==> src/rtl/multdiv_issue_if.sv <==
// Bundles the signals between the issue stage, the execute pipeline, the iterative
// multiply/divide core and the writeback port.
//   slave  : the issue block (multdiv_issue)
//   master : the environment (pipeline + core + register file)
// Signals:
//   issue_valid/issue_is_div/op_a/op_b/dest_reg/flush : execute stage -> issue
//   md_ready/md_result/md_exception                   : core -> issue
//   md_ctrl_mult/md_ctrl_div/md_operand_a/md_operand_b : issue -> core
//   stall/busy                                         : issue -> pipeline
//   wb_valid/wb_reg/wb_data                            : issue -> register file
interface multdiv_issue_if;
    logic        issue_valid;
    logic        issue_is_div;
    logic [31:0] op_a;
    logic [31:0] op_b;
    logic [4:0]  dest_reg;
    logic        flush;
    logic        md_ready;
    logic [31:0] md_result;
    logic        md_exception;
    logic        md_ctrl_mult;
    logic        md_ctrl_div;
    logic [31:0] md_operand_a;
    logic [31:0] md_operand_b;
    logic        stall;
    logic        busy;
    logic        wb_valid;
    logic [4:0]  wb_reg;
    logic [31:0] wb_data;

    modport slave (
        input  issue_valid, issue_is_div, op_a, op_b, dest_reg, flush,
        input  md_ready, md_result, md_exception,
        output md_ctrl_mult, md_ctrl_div, md_operand_a, md_operand_b,
        output stall, busy, wb_valid, wb_reg, wb_data
    );

    modport master (
        output issue_valid, issue_is_div, op_a, op_b, dest_reg, flush,
        output md_ready, md_result, md_exception,
        input  md_ctrl_mult, md_ctrl_div, md_operand_a, md_operand_b,
        input  stall, busy, wb_valid, wb_reg, wb_data
    );
endinterface

==> src/rtl/multdiv_issue.sv <==
// Issue/retire stage for the iterative multiply/divide core.
// Latches a MULT/DIV, pulses a one-cycle start into the core, stalls the pipeline until
// the core is ready (or a watchdog expires), then issues a one-cycle writeback. Core
// exceptions and watchdog expiry retire as an rstatus write instead of the result.
// Ports:
//   clock   : rising-edge clock
//   reset_n : asynchronous active-low reset
//   bus     : multdiv_issue_if.slave (pipeline, core and writeback signals)
module multdiv_issue #(
    parameter int unsigned TIMEOUT     = 40,
    parameter int unsigned CNT_W       = 6,
    parameter int unsigned RSTATUS_REG = 30,
    parameter int unsigned EXC_MULT    = 4,
    parameter int unsigned EXC_DIV     = 5
) (
    input logic            clock,
    input logic            reset_n,
    multdiv_issue_if.slave bus
);

    typedef enum logic [1:0] {StIdle, StStart, StBusy, StDone} state_e;

    state_e           state_q;
    logic [CNT_W-1:0] wdog_q;
    logic             is_div_q;
    logic [4:0]       dest_q;
    logic [31:0]      op_a_q;
    logic [31:0]      op_b_q;
    logic             ctrl_mult_q;
    logic             ctrl_div_q;
    logic             wb_valid_q;
    logic [4:0]       wb_reg_q;
    logic [31:0]      wb_data_q;

    logic             accept;
    logic             timeout;
    logic [31:0]      exc_code;

    // Only meaningful in IDLE and DONE; other states never look at it.
    assign accept   = bus.issue_valid & ~bus.flush;
    assign timeout  = (wdog_q == CNT_W'(TIMEOUT - 1));
    assign exc_code = is_div_q ? 32'(EXC_DIV) : 32'(EXC_MULT);

    always_ff @(posedge clock or negedge reset_n) begin
        if (!reset_n) begin
            state_q     <= StIdle;
            wdog_q      <= '0;
            is_div_q    <= 1'b0;
            dest_q      <= '0;
            op_a_q      <= '0;
            op_b_q      <= '0;
            ctrl_mult_q <= 1'b0;
            ctrl_div_q  <= 1'b0;
            wb_valid_q  <= 1'b0;
            wb_reg_q    <= '0;
            wb_data_q   <= '0;
        end else begin
            // Start pulses and writeback request are single-cycle by default.
            ctrl_mult_q <= 1'b0;
            ctrl_div_q  <= 1'b0;
            wb_valid_q  <= 1'b0;
            unique case (state_q)
                StIdle, StDone: begin
                    if (accept) begin
                        op_a_q      <= bus.op_a;
                        op_b_q      <= bus.op_b;
                        dest_q      <= bus.dest_reg;
                        is_div_q    <= bus.issue_is_div;
                        ctrl_div_q  <= bus.issue_is_div;
                        ctrl_mult_q <= ~bus.issue_is_div;
                        state_q     <= StStart;
                    end else begin
                        state_q <= StIdle;
                    end
                end
                StStart: begin
                    // md_ready may still be high from the previous op; ignore it here.
                    wdog_q  <= '0;
                    state_q <= bus.flush ? StIdle : StBusy;
                end
                StBusy: begin
                    if (bus.flush) begin
                        state_q <= StIdle;
                    end else if (bus.md_ready || timeout) begin
                        wb_valid_q <= 1'b1;
                        state_q    <= StDone;
                        if (bus.md_ready && !bus.md_exception) begin
                            wb_reg_q  <= dest_q;
                            wb_data_q <= bus.md_result;
                        end else begin
                            wb_reg_q  <= 5'(RSTATUS_REG);
                            wb_data_q <= exc_code;
                        end
                    end else begin
                        wdog_q <= wdog_q + CNT_W'(1);
                    end
                end
                default: state_q <= StIdle;
            endcase
        end
    end

    assign bus.md_ctrl_mult = ctrl_mult_q;
    assign bus.md_ctrl_div  = ctrl_div_q;
    assign bus.md_operand_a = op_a_q;
    assign bus.md_operand_b = op_b_q;
    assign bus.wb_valid     = wb_valid_q;
    assign bus.wb_reg       = wb_reg_q;
    assign bus.wb_data      = wb_data_q;
    assign bus.busy         = (state_q != StIdle);
    // The accepting instruction is held in the same cycle it is latched from IDLE.
    assign bus.stall        = (state_q == StStart) || (state_q == StBusy) ||
                              ((state_q == StIdle) && accept);

endmodule

==> src/flat_wrapper.sv <==
// flat-port wrapper written by rule: the top's interface ports become plain ports
module multdiv_issue_flat 
#(
    parameter int unsigned TIMEOUT     = 40,
    parameter int unsigned CNT_W       = 6,
    parameter int unsigned RSTATUS_REG = 30,
    parameter int unsigned EXC_MULT    = 4,
    parameter int unsigned EXC_DIV     = 5
)
  (clock, reset_n, bus_issue_valid, bus_issue_is_div, bus_op_a, bus_op_b, bus_dest_reg, bus_flush, bus_md_ready, bus_md_result, bus_md_exception, bus_md_ctrl_mult, bus_md_ctrl_div, bus_md_operand_a, bus_md_operand_b, bus_stall, bus_busy, bus_wb_valid, bus_wb_reg, bus_wb_data);
  multdiv_issue_if bus_i ();
  input logic clock;
  input logic reset_n;
  input wire logic [$bits(bus_i.issue_valid)-1:0] bus_issue_valid;
  input wire logic [$bits(bus_i.issue_is_div)-1:0] bus_issue_is_div;
  input wire logic [$bits(bus_i.op_a)-1:0] bus_op_a;
  input wire logic [$bits(bus_i.op_b)-1:0] bus_op_b;
  input wire logic [$bits(bus_i.dest_reg)-1:0] bus_dest_reg;
  input wire logic [$bits(bus_i.flush)-1:0] bus_flush;
  input wire logic [$bits(bus_i.md_ready)-1:0] bus_md_ready;
  input wire logic [$bits(bus_i.md_result)-1:0] bus_md_result;
  input wire logic [$bits(bus_i.md_exception)-1:0] bus_md_exception;
  output wire logic [$bits(bus_i.md_ctrl_mult)-1:0] bus_md_ctrl_mult;
  output wire logic [$bits(bus_i.md_ctrl_div)-1:0] bus_md_ctrl_div;
  output wire logic [$bits(bus_i.md_operand_a)-1:0] bus_md_operand_a;
  output wire logic [$bits(bus_i.md_operand_b)-1:0] bus_md_operand_b;
  output wire logic [$bits(bus_i.stall)-1:0] bus_stall;
  output wire logic [$bits(bus_i.busy)-1:0] bus_busy;
  output wire logic [$bits(bus_i.wb_valid)-1:0] bus_wb_valid;
  output wire logic [$bits(bus_i.wb_reg)-1:0] bus_wb_reg;
  output wire logic [$bits(bus_i.wb_data)-1:0] bus_wb_data;
  assign bus_i.issue_valid = bus_issue_valid;
  assign bus_i.issue_is_div = bus_issue_is_div;
  assign bus_i.op_a = bus_op_a;
  assign bus_i.op_b = bus_op_b;
  assign bus_i.dest_reg = bus_dest_reg;
  assign bus_i.flush = bus_flush;
  assign bus_i.md_ready = bus_md_ready;
  assign bus_i.md_result = bus_md_result;
  assign bus_i.md_exception = bus_md_exception;
  assign bus_md_ctrl_mult = bus_i.md_ctrl_mult;
  assign bus_md_ctrl_div = bus_i.md_ctrl_div;
  assign bus_md_operand_a = bus_i.md_operand_a;
  assign bus_md_operand_b = bus_i.md_operand_b;
  assign bus_stall = bus_i.stall;
  assign bus_busy = bus_i.busy;
  assign bus_wb_valid = bus_i.wb_valid;
  assign bus_wb_reg = bus_i.wb_reg;
  assign bus_wb_data = bus_i.wb_data;
  multdiv_issue #(.TIMEOUT(TIMEOUT), .CNT_W(CNT_W), .RSTATUS_REG(RSTATUS_REG), .EXC_MULT(EXC_MULT), .EXC_DIV(EXC_DIV)) u_core (.clock(clock), .reset_n(reset_n), .bus(bus_i));
endmodule
==> config.mk <==
export PLATFORM = sky130hd
export DESIGN_NAME = multdiv_issue_flat
export DESIGN_NICKNAME = d
export VERILOG_FILES = /design/src/rtl/multdiv_issue_if.sv /design/src/rtl/multdiv_issue.sv /design/src/flat_wrapper.sv
export SDC_FILE = /design/constraint.sdc
export NUM_CORES = 1
export LEC_CHECK = 0
export CAP_MARGIN = 15
export CORE_ASPECT_RATIO = 1.4
export CORE_UTILIZATION = 41
export CTS_BUF_LIST = sky130_fd_sc_hd__clkbuf_16
export DETAILED_ROUTE_END_ITERATION = 10
export GPL_TIMING_DRIVEN = 0
export PLACE_DENSITY = 0.83
export SLEW_MARGIN = 20
export SYNTH_ARGS = -nofsm -noshare
export SYNTH_HDL_FRONTEND = slang
export SYNTH_SLANG_ARGS = --single-unit
==> constraint.sdc <==
create_clock -name clock -period 2.1 [get_ports clock]
set_input_delay 0.42 -clock clock [delete_from_list [all_inputs] [get_ports clock]]
set_output_delay 0.42 -clock clock [all_outputs]
set_load 0.05 [all_outputs]
== Word level (Yosys, flattened, before mapping) ==
Cells that the tools add are included.
Storage, ports and cells
  register bits after elaboration: 118
  output and inout port bits: 106
  word-level logic and storage cells: 53
  memories kept: 0
  latch bits: 0
  bits in writable memories: 0
  bits of input ports: 108
  ROM bits: 0
Cells by class
  bitwise gates (word level): 3
  add/sub/neg operators: 1
  $lt $le $gt $ge: 0
  multiply operators: 0
  mux-type cells: 18
  shifts and indexed selects: 0
  reduce and logical (&&, ||, !) cells: 13
  div/mod/pow operators: 0
  eq/ne operators: 7
Operator list (count)
  32-bit 2-to-1 mux: 1
  6-bit 2-to-1 mux: 2
  6-bit case mux with 2 select lines: 1
  1-bit 2-to-1 mux: 9
  6-bit by 1-bit adder with 6-bit output, second input constant: 1
  6-bit equality test, second input constant: 1
  2-bit 2-to-1 mux: 3
  2-bit case mux with 3 select lines: 1
  3-bit AND reduction: 2
  5-bit 2-to-1 mux: 1
  2-bit equality test, second input constant: 2
  2-bit != test, second input constant: 2
  2-bit nonzero test: 2
  1-bit logical OR: 3
  3-bit by 2-bit != test with 1-bit output, second input constant: 1
  2-bit by 1-bit equality test with 1-bit output, second input constant: 1
  1-bit logical AND: 2
  2-bit zero test: 1
  1-bit NOT: 2
  2-bit AND reduction: 1
  2-bit OR reduction: 1
  1-bit AND: 1
  1-bit zero test: 1

== Depth between registers and ports, before layout ==
  depth after elaboration: 5
  mapped depth: 6
  mapped depth without buffers: 6

== Least setup slack after synthesis ==
No wires, ideal clock.
  kind: reg-to-reg
  start: reg u_core.state_q[0]
  end: reg u_core.op_a_q[0] (netlist: u_core.bus.md_operand_a[0])
  data required time: 1.975 ns
  slack: 0.308 ns
  buffers on the path: 2
  clock period less this slack: 1.792 ns
  library setup time: 0.125 ns
  data arrival time: 1.667 ns
  stages on the path, launching flop included: 7
  path through: dfrtp_1 inv_1 ha_1 nor3b_1 buf_2 buf_2 mux2_2
On the way
  cells in the longest elaborated chain, start to end: 3
  elaborated cells on any way between the ends: 4
  those cells by class: 1 x eq/ne; 3 x reduce/logical
RTL lines
  from (decl): RTL line multdiv_issue.sv:23  | state_e state_q;
  from (signal assigned): RTL line multdiv_issue.sv:46  | state_q <= StIdle;
  from (signal assigned): RTL line multdiv_issue.sv:71  | state_q <= StStart;
  from (signal assigned): RTL line multdiv_issue.sv:73  | state_q <= StIdle;
  2-bit equality test / 2-bit zero test (equally long branches): RTL line multdiv_issue.sv:62  | unique case (state_q)
  2-bit OR reduction *: RTL line multdiv_issue.sv:62
  2-bit AND reduction (no line) *
  to (signal assigned): RTL line multdiv_issue.sv:65  | op_a_q <= bus.op_a;
  to (decl): RTL line multdiv_issue.sv:27  | logic [31:0] op_a_q;
Every way passes the cells marked *; elsewhere a longest branch is shown, timed or not.
A chain may end at the register's enable or synchronous reset.

== Worst setup path after layout ==
  start: in bus_flush
  end: out bus_stall
On the way
  cells in the longest elaborated chain, start to end: 4
RTL lines
  from (decl): RTL line flat_wrapper.sv:19  | input wire logic [$bits(bus_i.flush)-1:0] bus_flush;
  1-bit NOT (no line)
  1-bit AND: RTL line multdiv_issue.sv:40  | assign accept = bus.issue_valid & ~bus.flush;
  1-bit logical AND: RTL line multdiv_issue.sv:113  | ((state_q == StIdle) && accept);
  1-bit logical OR: RTL line multdiv_issue.sv:112  | assign bus.stall = (state_q == StStart) || (state_q == StBusy) ||
  to (decl): RTL line flat_wrapper.sv:27  | output wire logic [$bits(bus_i.stall)-1:0] bus_stall;
Every way passes these cells.

==> results.md <==
- The run finished with clean final reports.
- The mean number of vias per cell is 5.03.
- Port buffering added 213 buffers.
- The final setup slack of the worst path is 0.0535 ns.
- The class of the tightest hold or removal check is reg2reg.
- Timing would allow up to 489 MHz.
- Setup repair after global routing could not meet its margin everywhere.
- The end point of the critical path is bus_stall.
- The site row count is 45.
- The actual slew at the worst max-slew pin is 0.542 ns.
- The clock period minus final worst setup slack is 2.05 ns.
- Clock skew on the completed layout was measured at 0.00751 ns.
- TritonCTS built the clock tree.
- In the layout the commonest cells are 210 x sky130_fd_sc_hd__clkdlybuf4s50_1, 118 x sky130_fd_sc_hd__dfrtp_1, 70 x sky130_fd_sc_hd__mux2_2.
- The via count is 3457.
- For this configuration, the core starts out at a cell density of 42.2%.
- The register-to-register path setup slack is 0.07 ns.
- In this run the cell area measured after placement is 0.00690 mm2.
- The maximum count of clock buffers along a single path is 2.
- The aggregate routed wire length is 12.0 mm.
- The antenna violation net count after detailed routing is 0.
- After layout, the design draws a total of 8.42 mW.
- The most heavily used metal layer in global routing is met2.
- The cell count after synthesis is 299.
- IR analysis of the VDD net gives a maximum drop of 0.000746 V.
- The HPWL after detailed placement is 8.71 mm.
- The worst setup slack after placement is -0.400 ns.
- Relative to the synthesized area, the layout overhead comes to 65.0%.
- The first-iteration detailed-routing DRC count is 87.
- The total non-filler cell area in the finished layout is 0.00753 mm2.
- The largest net degree at the start of global routing is 64.
- Summed over all instances, the cell type with the most area after synthesis is sky130_fd_sc_hd__dfrtp_1.
- For the worst flop-to-flop path, the logic depth is 6.
- The final count of pins violating max slew is 0.
- By startpoint and endpoint, the worst setup path is classified as in2out.
- By area the synthesized netlist is led by sky130_fd_sc_hd__dfrtp_1 65%, sky130_fd_sc_hd__mux2_2 17%, sky130_fd_sc_hd__a22o_1 6.0%.
- The number of clock sinks seen by CTS is 118.
- The met1 track demand over resource is 22.6%.
- The worst path required time is 1.68 ns.
- The congestion estimate from routability-driven global placement came to 0.860.
- In the global route stage, met2 resource usage came out at 38.5%.
- The leading cell type in the layout, fill and taps excluded is sky130_fd_sc_hd__clkdlybuf4s50_1.
- The via count of the first global-routing pass is 3918.
- During I/O placement, the number of pins put on the boundary was 214.
- The share of the clock period used by the worst path is 97.5%.
- On the critical path, the stage with the largest delay is an instance of sky130_fd_sc_hd__clkdlybuf4s50_1.
- The clock transition at the register clock pins on the worst setup and hold paths after CTS is 0.05 ns.
- In this run the mean area of a mapped cell was 15.3 um2.
- For this run, design rule violations remaining after detail routing come to 0.
- The initial antenna violation count is 0.
- The die boundary width is 91.1 um.
- The met3 global-route usage is 7.43%.
- The clock tree synthesis step divided the H-tree into 4 levels.
- The CTS root buffer is sky130_fd_sc_hd__clkbuf_16.
- The later pin in the worst-skew pair is clocked with a latency of 0.40 ns.
- The synthesized net count is 411.
- The number of antenna cells inserted is 0.
- The number of cells in the design after placement is 654.
- The total count of hold-check failures in the final report is 0.
- The synthesized netlist contains 36 unique library cells.
- Yosys printed 0 warnings.
- The first detailed-routing pass took 4 iterations.
- The worst-case headroom to the max-slew limit is 63.7%.
- The async set or reset register ratio after synthesis is 100%.
- The critical path's largest stage delay is 0.65 ns.
- Traced cell by cell, the critical path runs through clkdlybuf4s50_1 -> inv_1 -> a31o_2 -> buf_2.
- The most used flip-flop cell after synthesis is sky130_fd_sc_hd__dfrtp_1.
- The synthesized netlist occupies a cell area of 0.00456 mm2.
- The first-pass GRT wire length is 19.3 mm.
- The post-CTS repair timing setup buffer count is 0.
- The end of the worst register-to-register path is u_core.bus.md_operand_b[6].
- In this run the power density over the cells is 1120 mW/mm2.
- The share of synthesized area occupied by flip-flops and latches is 64.7%.
- The count of flip-flops with a built-in enable after synthesis is 0.
- The static leakage power is 3.24 nW.
- The synthesized design devotes to its leading area cell type 64.7% of total area.
- In the final routed layout, each cell accounts on average for 17.5 um.
- The data arrival time at the worst-slack endpoint is 1.63 ns.
- The layout net count is 645.
- The fraction of final layout cells sized beyond drive strength 1 is 21.8%.
- STA classifies the critical path endpoint as an output port.
- Once layout is complete, the cells apart from fillers number 687.
- Counting flops and latches in the post-synthesis netlist gives 118.
- The chip height is 127 um.
- The total area inside the core boundary comes to 0.0108 mm2.
- The total of endpoints with negative setup slack in the final report is 0.
- The startpoint type of the worst setup path is an input pin.
- The launch point of the worst reg-to-reg path is u_core.state_q[0].
- The die outline area is 0.0116 mm2.
- The number of maximum-capacitance violations is 0.
- The number of buffers inserted during clock tree synthesis is 17.
- Along the worst path, the maximum fanout reaches 8.
- The remaining global-route overflow is 0.
- Tracing the worst setup path back leads to its startpoint at bus_flush.
- For this run, the total global-route usage over all layers was measured as 21.6%.
==> cell usage after synthesis, types with 2 or more instances <==
library cell               instances
sky130_fd_sc_hd__nand3_1           4
sky130_fd_sc_hd__o21ai_0           5
sky130_fd_sc_hd__mux2i_1           3
sky130_fd_sc_hd__o22a_1            6
sky130_fd_sc_hd__dfrtp_1         118
sky130_fd_sc_hd__a22o_1           31
sky130_fd_sc_hd__clkbuf_1          4
sky130_fd_sc_hd__nand2b_1          3
sky130_fd_sc_hd__inv_1             5
sky130_fd_sc_hd__nand2_1           6
sky130_fd_sc_hd__a21o_1            2
sky130_fd_sc_hd__buf_6             3
sky130_fd_sc_hd__mux2_2           70
sky130_fd_sc_hd__and3_1            2
sky130_fd_sc_hd__nor2_1            3
sky130_fd_sc_hd__nor3b_1           4
sky130_fd_sc_hd__buf_2             8
sky130_fd_sc_hd__ha_1              4
==> metrics by stage <==
| stage | setup TNS, ns | hold slack, ns | util (%) |
|---|---|---|---|
| global placement | -453.02 | 0.457 | 63.5 |
| floorplan | 0 | 0.124 | - |
| global route | -0.726 | 0.515 | 69.6 |
| CTS | -0.209 | 0.488 | 69.6 |
| finish | 0 | 0.485 | 69.6 |
| detailed placement | -16.58 | 0.419 | 63.8 |
==> kinds of logic (layout without fill, tap and decap cells) <==
kind of cell,Yosys count,count (layout),share of synthesized area (%)
AOI/OAI and AO/OA,52,52,9.63
xor gates and xnor gates,1,1,0.192
adders and majority gates,4,4,1.10
buffers and inverters,20,267,2.36
DFF,118,118,64.7
muxes,73,73,17.9
and+or+nand+nor,31,31,4.03
==> power breakdown <==
part | switching [mW] | total, mW | internal, mW
combinational | 1.61 | 2.64 | 1.03
sequential | 0.188 | 2.82 | 2.64
clock | 0.990 | 2.96 | 1.97
total | 2.78 | 8.42 | 5.64
==> area by class of cell <==
| cell class | instances | area [um2] |
|---|---|---|
| plain buffers | 15 | 98.8 |
| clock buffers | 17 | 425 |
| clock inverters | 15 | 188 |
| fillers | 765 | 3280 |
| inverters | 5 | 18.8 |
| multi-input cells | 161 | 1500 |
| flip-flops and latches | 118 | 2950 |
| well taps | 141 | 176 |
| repair buffers | 215 | 2170 |
==> worst min path at each step <==
stage	start	to	slack, ns	cells past startpoint
after detailed placement	reset_n	u_core.bus.wb_valid	0.42	1
after floorplan	reset_n	u_core.bus.md_ctrl_div	0.12	0
final	u_core.dest_q[3]	u_core.bus.wb_reg[3]	0.48	1
after global routing	u_core.dest_q[2]	u_core.bus.wb_reg[2]	0.52	1
after global placement	u_core.wdog_q[5]	u_core.wdog_q[5]	0.46	1
after CTS	u_core.wdog_q[5]	u_core.wdog_q[5]	0.49	1
==> timing repair <==
item | 4_1_cts | 5_1_grt
hold buffers | 1 | 0
gates resized for setup | 4 | 6
endpoints found under the hold margin | 7 | 0
setup endpoints to repair | 60 | 58
==> critical path: cells and delay by family <==
kind / cells / cell delay, ns
AO/OA/AOI/OAI: 1 / 0.24
buffers and inverters: 3 / 0.96
==> metal layers <==
metal  vias to the layer above  part of all wire, %
met5                         -                    0
met4                         0                  3.0
met3                        27                  6.8
met2                       149                   54
met1                      1720                   36
li1                       1561                    -
No activity file was read; power rests on OpenSTA's default activity.
